===== src/rtl/ddr3_wb_traffic_gen.sv =====
// Wishbone pipelined-mode traffic generator and memory self-test for the DDR3 controller.
// On i_start it writes a seed-derived pattern to NUM_REQS consecutive burst addresses,
// then reads them back and checks every returned beat.
//
// Ports:
//   i_controller_clk, i_rst      clock, asynchronous active-high reset
//   i_start                      start pulse (honoured in IDLE or DONE)
//   i_base_addr, i_seed          first burst address, pattern seed (latched at start)
//   o_busy, o_done, o_pass       run status; o_pass valid with o_done
//   o_timeout                    sticky ack-timeout flag
//   o_err_count                  mismatching beats, saturating
//   o_first_err_addr             address of the first failing ack
//   o_wb_*, o_aux                Wishbone master request side
//   i_wb_stall, i_wb_ack,
//   i_wb_data, i_aux             Wishbone slave response side
module ddr3_wb_traffic_gen #(
  parameter int unsigned WB_ADDR_BITS = 24,
  parameter int unsigned WB_DATA_BITS = 512,
  parameter int unsigned WB_SEL_BITS  = WB_DATA_BITS / 8,
  parameter int unsigned NUM_REQS     = 256,
  parameter int unsigned TIMEOUT      = 1024
) (
  input  logic                    i_controller_clk,
  input  logic                    i_rst,
  input  logic                    i_start,
  input  logic [WB_ADDR_BITS-1:0] i_base_addr,
  input  logic [31:0]             i_seed,
  output logic                    o_busy,
  output logic                    o_done,
  output logic                    o_pass,
  output logic                    o_timeout,
  output logic [15:0]             o_err_count,
  output logic [WB_ADDR_BITS-1:0] o_first_err_addr,
  output logic                    o_wb_cyc,
  output logic                    o_wb_stb,
  output logic                    o_wb_we,
  output logic [WB_ADDR_BITS-1:0] o_wb_addr,
  output logic [WB_DATA_BITS-1:0] o_wb_data,
  output logic [WB_SEL_BITS-1:0]  o_wb_sel,
  output logic                    o_aux,
  input  logic                    i_wb_stall,
  input  logic                    i_wb_ack,
  input  logic [WB_DATA_BITS-1:0] i_wb_data,
  input  logic                    i_aux
);

  localparam int unsigned Words = WB_DATA_BITS / 32;
  localparam int unsigned CntW  = $clog2(NUM_REQS + 1);
  localparam int unsigned TmrW  = $clog2(TIMEOUT + 1);
  localparam logic [CntW-1:0] NumReqs       = CntW'(NUM_REQS);
  localparam logic [TmrW-1:0] TimeoutCycles = TmrW'(TIMEOUT);

  typedef enum logic [2:0] {
    StIdle, StWrite, StWriteWait, StRead, StReadWait, StDone
  } state_e;

  state_e                  state_q, state_d;
  logic [CntW-1:0]         issue_q, issue_d;
  logic [CntW-1:0]         ack_q, ack_d;
  logic [TmrW-1:0]         timer_q, timer_d;
  logic [15:0]             err_q, err_d;
  logic                    timeout_q, timeout_d;
  logic [WB_ADDR_BITS-1:0] first_err_q, first_err_d;
  logic [WB_ADDR_BITS-1:0] base_q, base_d;
  logic [31:0]             seed_q, seed_d;
  logic                    cyc_q, cyc_d;
  logic                    stb_q, stb_d;
  logic                    we_q, we_d;
  logic [WB_ADDR_BITS-1:0] addr_q, addr_d;
  logic [WB_DATA_BITS-1:0] data_q, data_d;

  logic active, reading, ack_err;

  // Beat n, word k = seed + n*Words + k.
  function automatic logic [WB_DATA_BITS-1:0] pattern(input logic [31:0]     seed,
                                                      input logic [CntW-1:0] n);
    logic [WB_DATA_BITS-1:0] p;
    logic [31:0]             first;
    p     = '0;
    first = seed + 32'(n) * 32'(Words);
    for (int k = 0; k < int'(Words); k++) begin
      p[k*32 +: 32] = first + 32'(k);
    end
    return p;
  endfunction

  always_comb begin
    state_d     = state_q;
    issue_d     = issue_q;
    ack_d       = ack_q;
    timer_d     = timer_q;
    err_d       = err_q;
    timeout_d   = timeout_q;
    first_err_d = first_err_q;
    base_d      = base_q;
    seed_d      = seed_q;
    cyc_d       = cyc_q;
    stb_d       = stb_q;
    we_d        = we_q;
    addr_d      = addr_q;
    data_d      = data_q;
    active      = 1'b0;
    reading     = 1'b0;
    ack_err     = 1'b0;

    unique case (state_q)
      StWrite, StWriteWait: active = 1'b1;
      StRead, StReadWait: begin
        active  = 1'b1;
        reading = 1'b1;
      end
      default: ;
    endcase

    if (!active) begin
      if (i_start) begin
        base_d      = i_base_addr;
        seed_d      = i_seed;
        issue_d     = '0;
        ack_d       = '0;
        timer_d     = '0;
        err_d       = '0;
        timeout_d   = 1'b0;
        first_err_d = '0;
        cyc_d       = 1'b1;
        stb_d       = 1'b1;
        we_d        = 1'b1;
        addr_d      = i_base_addr;
        data_d      = pattern(i_seed, '0);
        state_d     = StWrite;
      end
    end else begin
      // Response side. An ack with nothing outstanding is flagged but not counted.
      if (i_wb_ack) begin
        if (ack_q == issue_q) begin
          ack_err = 1'b1;
        end else begin
          ack_d = ack_q + 1'b1;
          if (reading) begin
            ack_err = (i_wb_data != pattern(seed_q, ack_q)) || i_aux;
          end else begin
            ack_err = !i_aux;
          end
        end
      end
      if (ack_err) begin
        if (err_q == 16'd0) first_err_d = base_q + WB_ADDR_BITS'(ack_q);
        if (err_q != 16'hFFFF) err_d = err_q + 16'd1;
      end

      // Request side: fields only advance on acceptance, so they hold while stalled.
      if (stb_q && !i_wb_stall) begin
        issue_d = issue_q + 1'b1;
        if (issue_d == NumReqs) begin
          stb_d   = 1'b0;
          state_d = reading ? StReadWait : StWriteWait;
        end else begin
          addr_d = base_q + WB_ADDR_BITS'(issue_d);
          data_d = reading ? '0 : pattern(seed_q, issue_d);
        end
      end

      if ((issue_q != ack_q) && !i_wb_ack) timer_d = timer_q + 1'b1;
      else timer_d = '0;

      if ((state_q == StWriteWait) && (ack_d == NumReqs)) begin
        issue_d = '0;
        ack_d   = '0;
        timer_d = '0;
        stb_d   = 1'b1;
        we_d    = 1'b0;
        addr_d  = base_q;
        data_d  = '0;
        state_d = StRead;
      end else if ((state_q == StReadWait) && (ack_d == NumReqs)) begin
        cyc_d   = 1'b0;
        stb_d   = 1'b0;
        we_d    = 1'b0;
        state_d = StDone;
      end

      if (timer_d == TimeoutCycles) begin
        timeout_d = 1'b1;
        cyc_d     = 1'b0;
        stb_d     = 1'b0;
        we_d      = 1'b0;
        state_d   = StDone;
      end
    end
  end

  always_ff @(posedge i_controller_clk or posedge i_rst) begin
    if (i_rst) begin
      state_q     <= StIdle;
      issue_q     <= '0;
      ack_q       <= '0;
      timer_q     <= '0;
      err_q       <= '0;
      timeout_q   <= 1'b0;
      first_err_q <= '0;
      base_q      <= '0;
      seed_q      <= '0;
      cyc_q       <= 1'b0;
      stb_q       <= 1'b0;
      we_q        <= 1'b0;
      addr_q      <= '0;
      data_q      <= '0;
    end else begin
      state_q     <= state_d;
      issue_q     <= issue_d;
      ack_q       <= ack_d;
      timer_q     <= timer_d;
      err_q       <= err_d;
      timeout_q   <= timeout_d;
      first_err_q <= first_err_d;
      base_q      <= base_d;
      seed_q      <= seed_d;
      cyc_q       <= cyc_d;
      stb_q       <= stb_d;
      we_q        <= we_d;
      addr_q      <= addr_d;
      data_q      <= data_d;
    end
  end

  assign o_busy           = (state_q != StIdle) && (state_q != StDone);
  assign o_done           = (state_q == StDone);
  assign o_pass           = o_done && (err_q == 16'd0) && !timeout_q;
  assign o_timeout        = timeout_q;
  assign o_err_count      = err_q;
  assign o_first_err_addr = first_err_q;
  assign o_wb_cyc         = cyc_q;
  assign o_wb_stb         = stb_q;
  assign o_wb_we          = we_q;
  assign o_wb_addr        = addr_q;
  assign o_wb_data        = data_q;
  // All byte lanes enabled on every request; zero outside a bus cycle so reset is all-zero.
  assign o_wb_sel         = {WB_SEL_BITS{cyc_q}};
  assign o_aux            = we_q;

endmodule


===== config.mk =====
export PLATFORM = sky130hd
export DESIGN_NAME = ddr3_wb_traffic_gen
export DESIGN_NICKNAME = d
export VERILOG_FILES = /design/src/rtl/ddr3_wb_traffic_gen.sv
export SDC_FILE = /design/constraint.sdc
export NUM_CORES = 2
export LEC_CHECK = 0
export BUFFER_PORTS_ARGS = -buffer_cell sky130_fd_sc_hd__buf_2
export CORE_AREA = 2 2 471 473
export DETAILED_ROUTE_END_ITERATION = 10
export DIE_AREA = 0 0 473 475
export RECOVER_POWER = 50
export SLEW_MARGIN = 20
export SYNTH_ARGS = -nofsm -noshare
export SYNTH_HDL_FRONTEND = slang
export SYNTH_SLANG_ARGS = --single-unit
export TNS_END_PERCENT = 1

===== constraint.sdc =====
create_clock -name i_controller_clk -period 32.5 [get_ports i_controller_clk]
set_clock_uncertainty 0.05 [all_clocks]
set_input_delay 1.625 -clock i_controller_clk [delete_from_list [all_inputs] [get_ports i_controller_clk]]
set_output_delay 1.625 -clock i_controller_clk [all_outputs]
set_load 0.02 [all_outputs]

==> run metrics <==
status=complete, but fails checks; violated checks=max-capacitance violations, max-slew violations; crit-path max FO=237; Max VDD drop=0.0697 mV; Mapped Area=0.0613 mm^2; R2R depth=10; commonest cells after routing, fill and taps aside=1171 x nor2_1, 864 x xnor2_1, 756 x nand2_1; final WL=508000 um; Hold/Removal Path Class=reg2reg; Num CTS Buffers=72; Synth Flop Type=dfrtp_1; final setup fails=0; Worst Min Path Start=o_wb_addr[3]$_DFFE_PP0P_; relative slew slack=-5.40; vias per std cell=6.23; clk_lat worst skew=730 ps; # IOs=1222; leading cell type in the layout, fill and taps excluded=nor2_1; Avg Cell Area, Syn=7.50 um^2; WP data required=33050 ps; Seq cells post-synth=634; antenna violations before repair=119; final antenna-violating net count=0; Detailed Routing Iterations Pass 1=9; RSZ-0062 raised after global routing=no; H-tree depth=3; Die H=475 um; Hold-fix buffers, CTS=0; startpoint types=flip-flop; Net Count, Synth=8819; Final period util=0.390; crit path DAT=13240 ps; Internal=0.00255 W; number of flops mapped to enable cells by yosys=0; Port Buffer Count=1221; design area=0.0730 mm^2; Tot GR Track Use=0.433; fmax=0.0788 GHz; fillcell total=24.0k; register area=0.0159 mm^2; share of post-route cells with drive strength above 1=0.147; Comb power frac=0.596; clock network power share=0.156; RePlAce Congestion=1.09; starting density of the core=0.280; sequential element share of the synthesized area=0.259; # clock sinks=634; CTS tree=built; dpl cell area=0.0708 mm^2; end of the worst register-to-register path=o_wb_data[195]$_DFFE_PP0P_; CTS root buffer=clkbuf_16; HPWL after detailed placement=402000 um; sequential share of power=0.248; met1 Resource Use GR=0.495; Psw=0.00337 W; sw frac=0.570; # Post-CTS Setup Buffers=0; CTS resizes=0; Reg2Reg Setup Slack=19810 ps; chip width=473 um; total of max-cap violations=6; Clock Path Buffers=3; First DRT Iteration DRCs=11.5k; # rows=172; Synth cell types=110; wire per inst=42.1 um; crit end category=flip-flop; actual slew at the worst max-slew pin=9600 ps; global-route met2 utilization=0.651; hold depth=2; via count=75.1k; Multi-input gate area=0.0424 mm^2; critical path type=reg2reg; Gate Count Post-Synth=8171; P&R area growth vs syn=19.2%; drc violations=0; Hold EP=o_wb_addr[3]$_DFFE_PP0P_; nets@finish=9714; max-slew violations=637; total grt overflow=0; pin count of the biggest net entering global routing=238; Pleak=26.9 nW; die area=0.225 mm^2; Worst-path clk slew=60 ps; PwrDens=81.1 mW/mm^2; final hold violations=0; M3 GR Usage=0.122; GR peak layer=met2; vias in the first global route=69.7k; Core Box Area=0.219 mm^2; TNS Setup=0 ps; worst r2r src=state_q[0]$_DFFE_PP0P_; yosys warns=0; global-route wire length before repair=658000 um; Async SR Flop Fraction=1.00; Tmin final=12690 ps
[through the flow]
step | worst slack (ps) | utilization | hold WS (ps) | power, W | instances
3_5_place_dp | 23290 | 0.323 | 416 | 0.00494 | 11900
2_1_floorplan | 13070 | - | 446 | 0.00327 | 8171
4_1_cts | 23290 | 0.335 | 430 | 0.00587 | 12000
5_1_grt | 18100 | 0.333 | 461 | 0.00608 | 12000
6_report | 19810 | 0.333 | 433 | 0.00592 | 12100
3_3_place_gp | 23290 | 0.323 | 409 | 0.00492 | 11800
[layer usage]
layer	vias up	routed length, um
li1	30700	-
met1	36800	182000
met2	5807	214000
met3	1694	52300
met4	64	59100
met5	-	421
[cells by family (layout without fill, tap and decap cells)]
logic type / count (synthesis) / count (layout) / synth area share
AOI/OAI and AO/OA: 1930 / 1930 / 0.205
and+or+nand+nor: 3232 / 3232 / 0.246
other: 0 / 69 / 0
muxes: 159 / 159 / 0.0271
xor gates and xnor gates: 1310 / 1310 / 0.189
buffers and inverters: 830 / 1782 / 0.0589
DFF: 634 / 634 / 0.259
adders and majority gates: 76 / 76 / 0.0159
[synthesized netlist by cell type (34+ instances only)]
library cell	number	area (um^2)
a211oi_1	35	263
nand4_1	107	669
nor2_1	1187	4460
nand2b_1	53	332
a22oi_1	40	300
nand2_1	759	2850
buf_1	64	240
xnor2_1	883	7730
clkbuf_1	514	1930
a21oi_1	357	1790
o21ai_0	644	3220
nor4_1	87	544
or4_1	34	255
and3_1	112	701
buf_2	45	225
o21a_1	38	285
and2_1	38	238
a31oi_1	95	594
buf_4	104	781
mux2_2	53	597
nand3_1	331	1660
a221oi_1	281	2460
mux2i_1	106	1060
or3_1	84	526
o22ai_1	60	375
ha_1	70	876
inv_1	97	364
dfrtp_1	634	15900
xor2_1	418	3660
nor3_1	259	1300
o211ai_1	43	323
[area by class of cell]
class / instances / share of cell area
Antenna cell: 69 / 0.00237
Tap cell: 2871 / 0.0492
Clock buffer: 95 / 0.0278
Multi-Input combinational cell: 6707 / 0.581
Clock inverter: 36 / 0.00788
Inverter: 98 / 0.00506
Timing Repair Buffer: 1553 / 0.109
Sequential cell: 634 / 0.217
[state kept, by name (all words and copies together) (netlist names)]
| register | cells |
|---|---|
| ack_q | 9 |
| base_q | 24 |
| issue_q | 9 |
| o_aux | 1 |
| o_err_count | 16 |
| o_first_err_addr | 24 |
| o_timeout | 1 |
| o_wb_addr | 24 |
| o_wb_cyc | 1 |
| o_wb_data | 478 |
| o_wb_stb | 1 |
| seed_q | 32 |
| state_q | 3 |
| timer_q | 11 |
[power by group through the flow]
stage	combinational, W	sequential (W)	clock (W)
2_1_floorplan	0.00157	0.00171	0
6_report	0.00353	0.00147	0.000922
3_5_place_dp	0.00349	0.00145	0
5_1_grt	0.00363	0.00149	0.000961
4_1_cts	0.00350	0.00144	0.000932
3_3_place_gp	0.00348	0.00144	0
[critical path: stages (launching register included)]
cell and delay, ps:
dfrtp_1 480, nor2_1 570, xnor2_2 170, clkbuf_1 6470
nor2_1 800, a21oi_4 530, buf_12 620, buf_4 760
buf_4 810, o221ai_1 420, o21a_1 440
[how the worst max path moves through the flow]
stage,startpoint,end,depth (start not counted)
after floorplan,i_rst,ack_q[0]$_DFFE_PP0P_,1
after global placement,ack_q[0]$_DFFE_PP0P_,o_first_err_addr[0]$_DFFE_PP0P_,21
after detailed placement,ack_q[0]$_DFFE_PP0P_,o_first_err_addr[17]$_DFFE_PP0P_,18
after CTS,ack_q[0]$_DFFE_PP0P_,o_first_err_addr[11]$_DFFE_PP0P_,18
after global routing,i_rst,seed_q[0]$_DFFE_PP0P_,5
final,state_q[0]$_DFFE_PP0P_,o_wb_data[195]$_DFFE_PP0P_,10
Power figures use the tool's default switching activity.
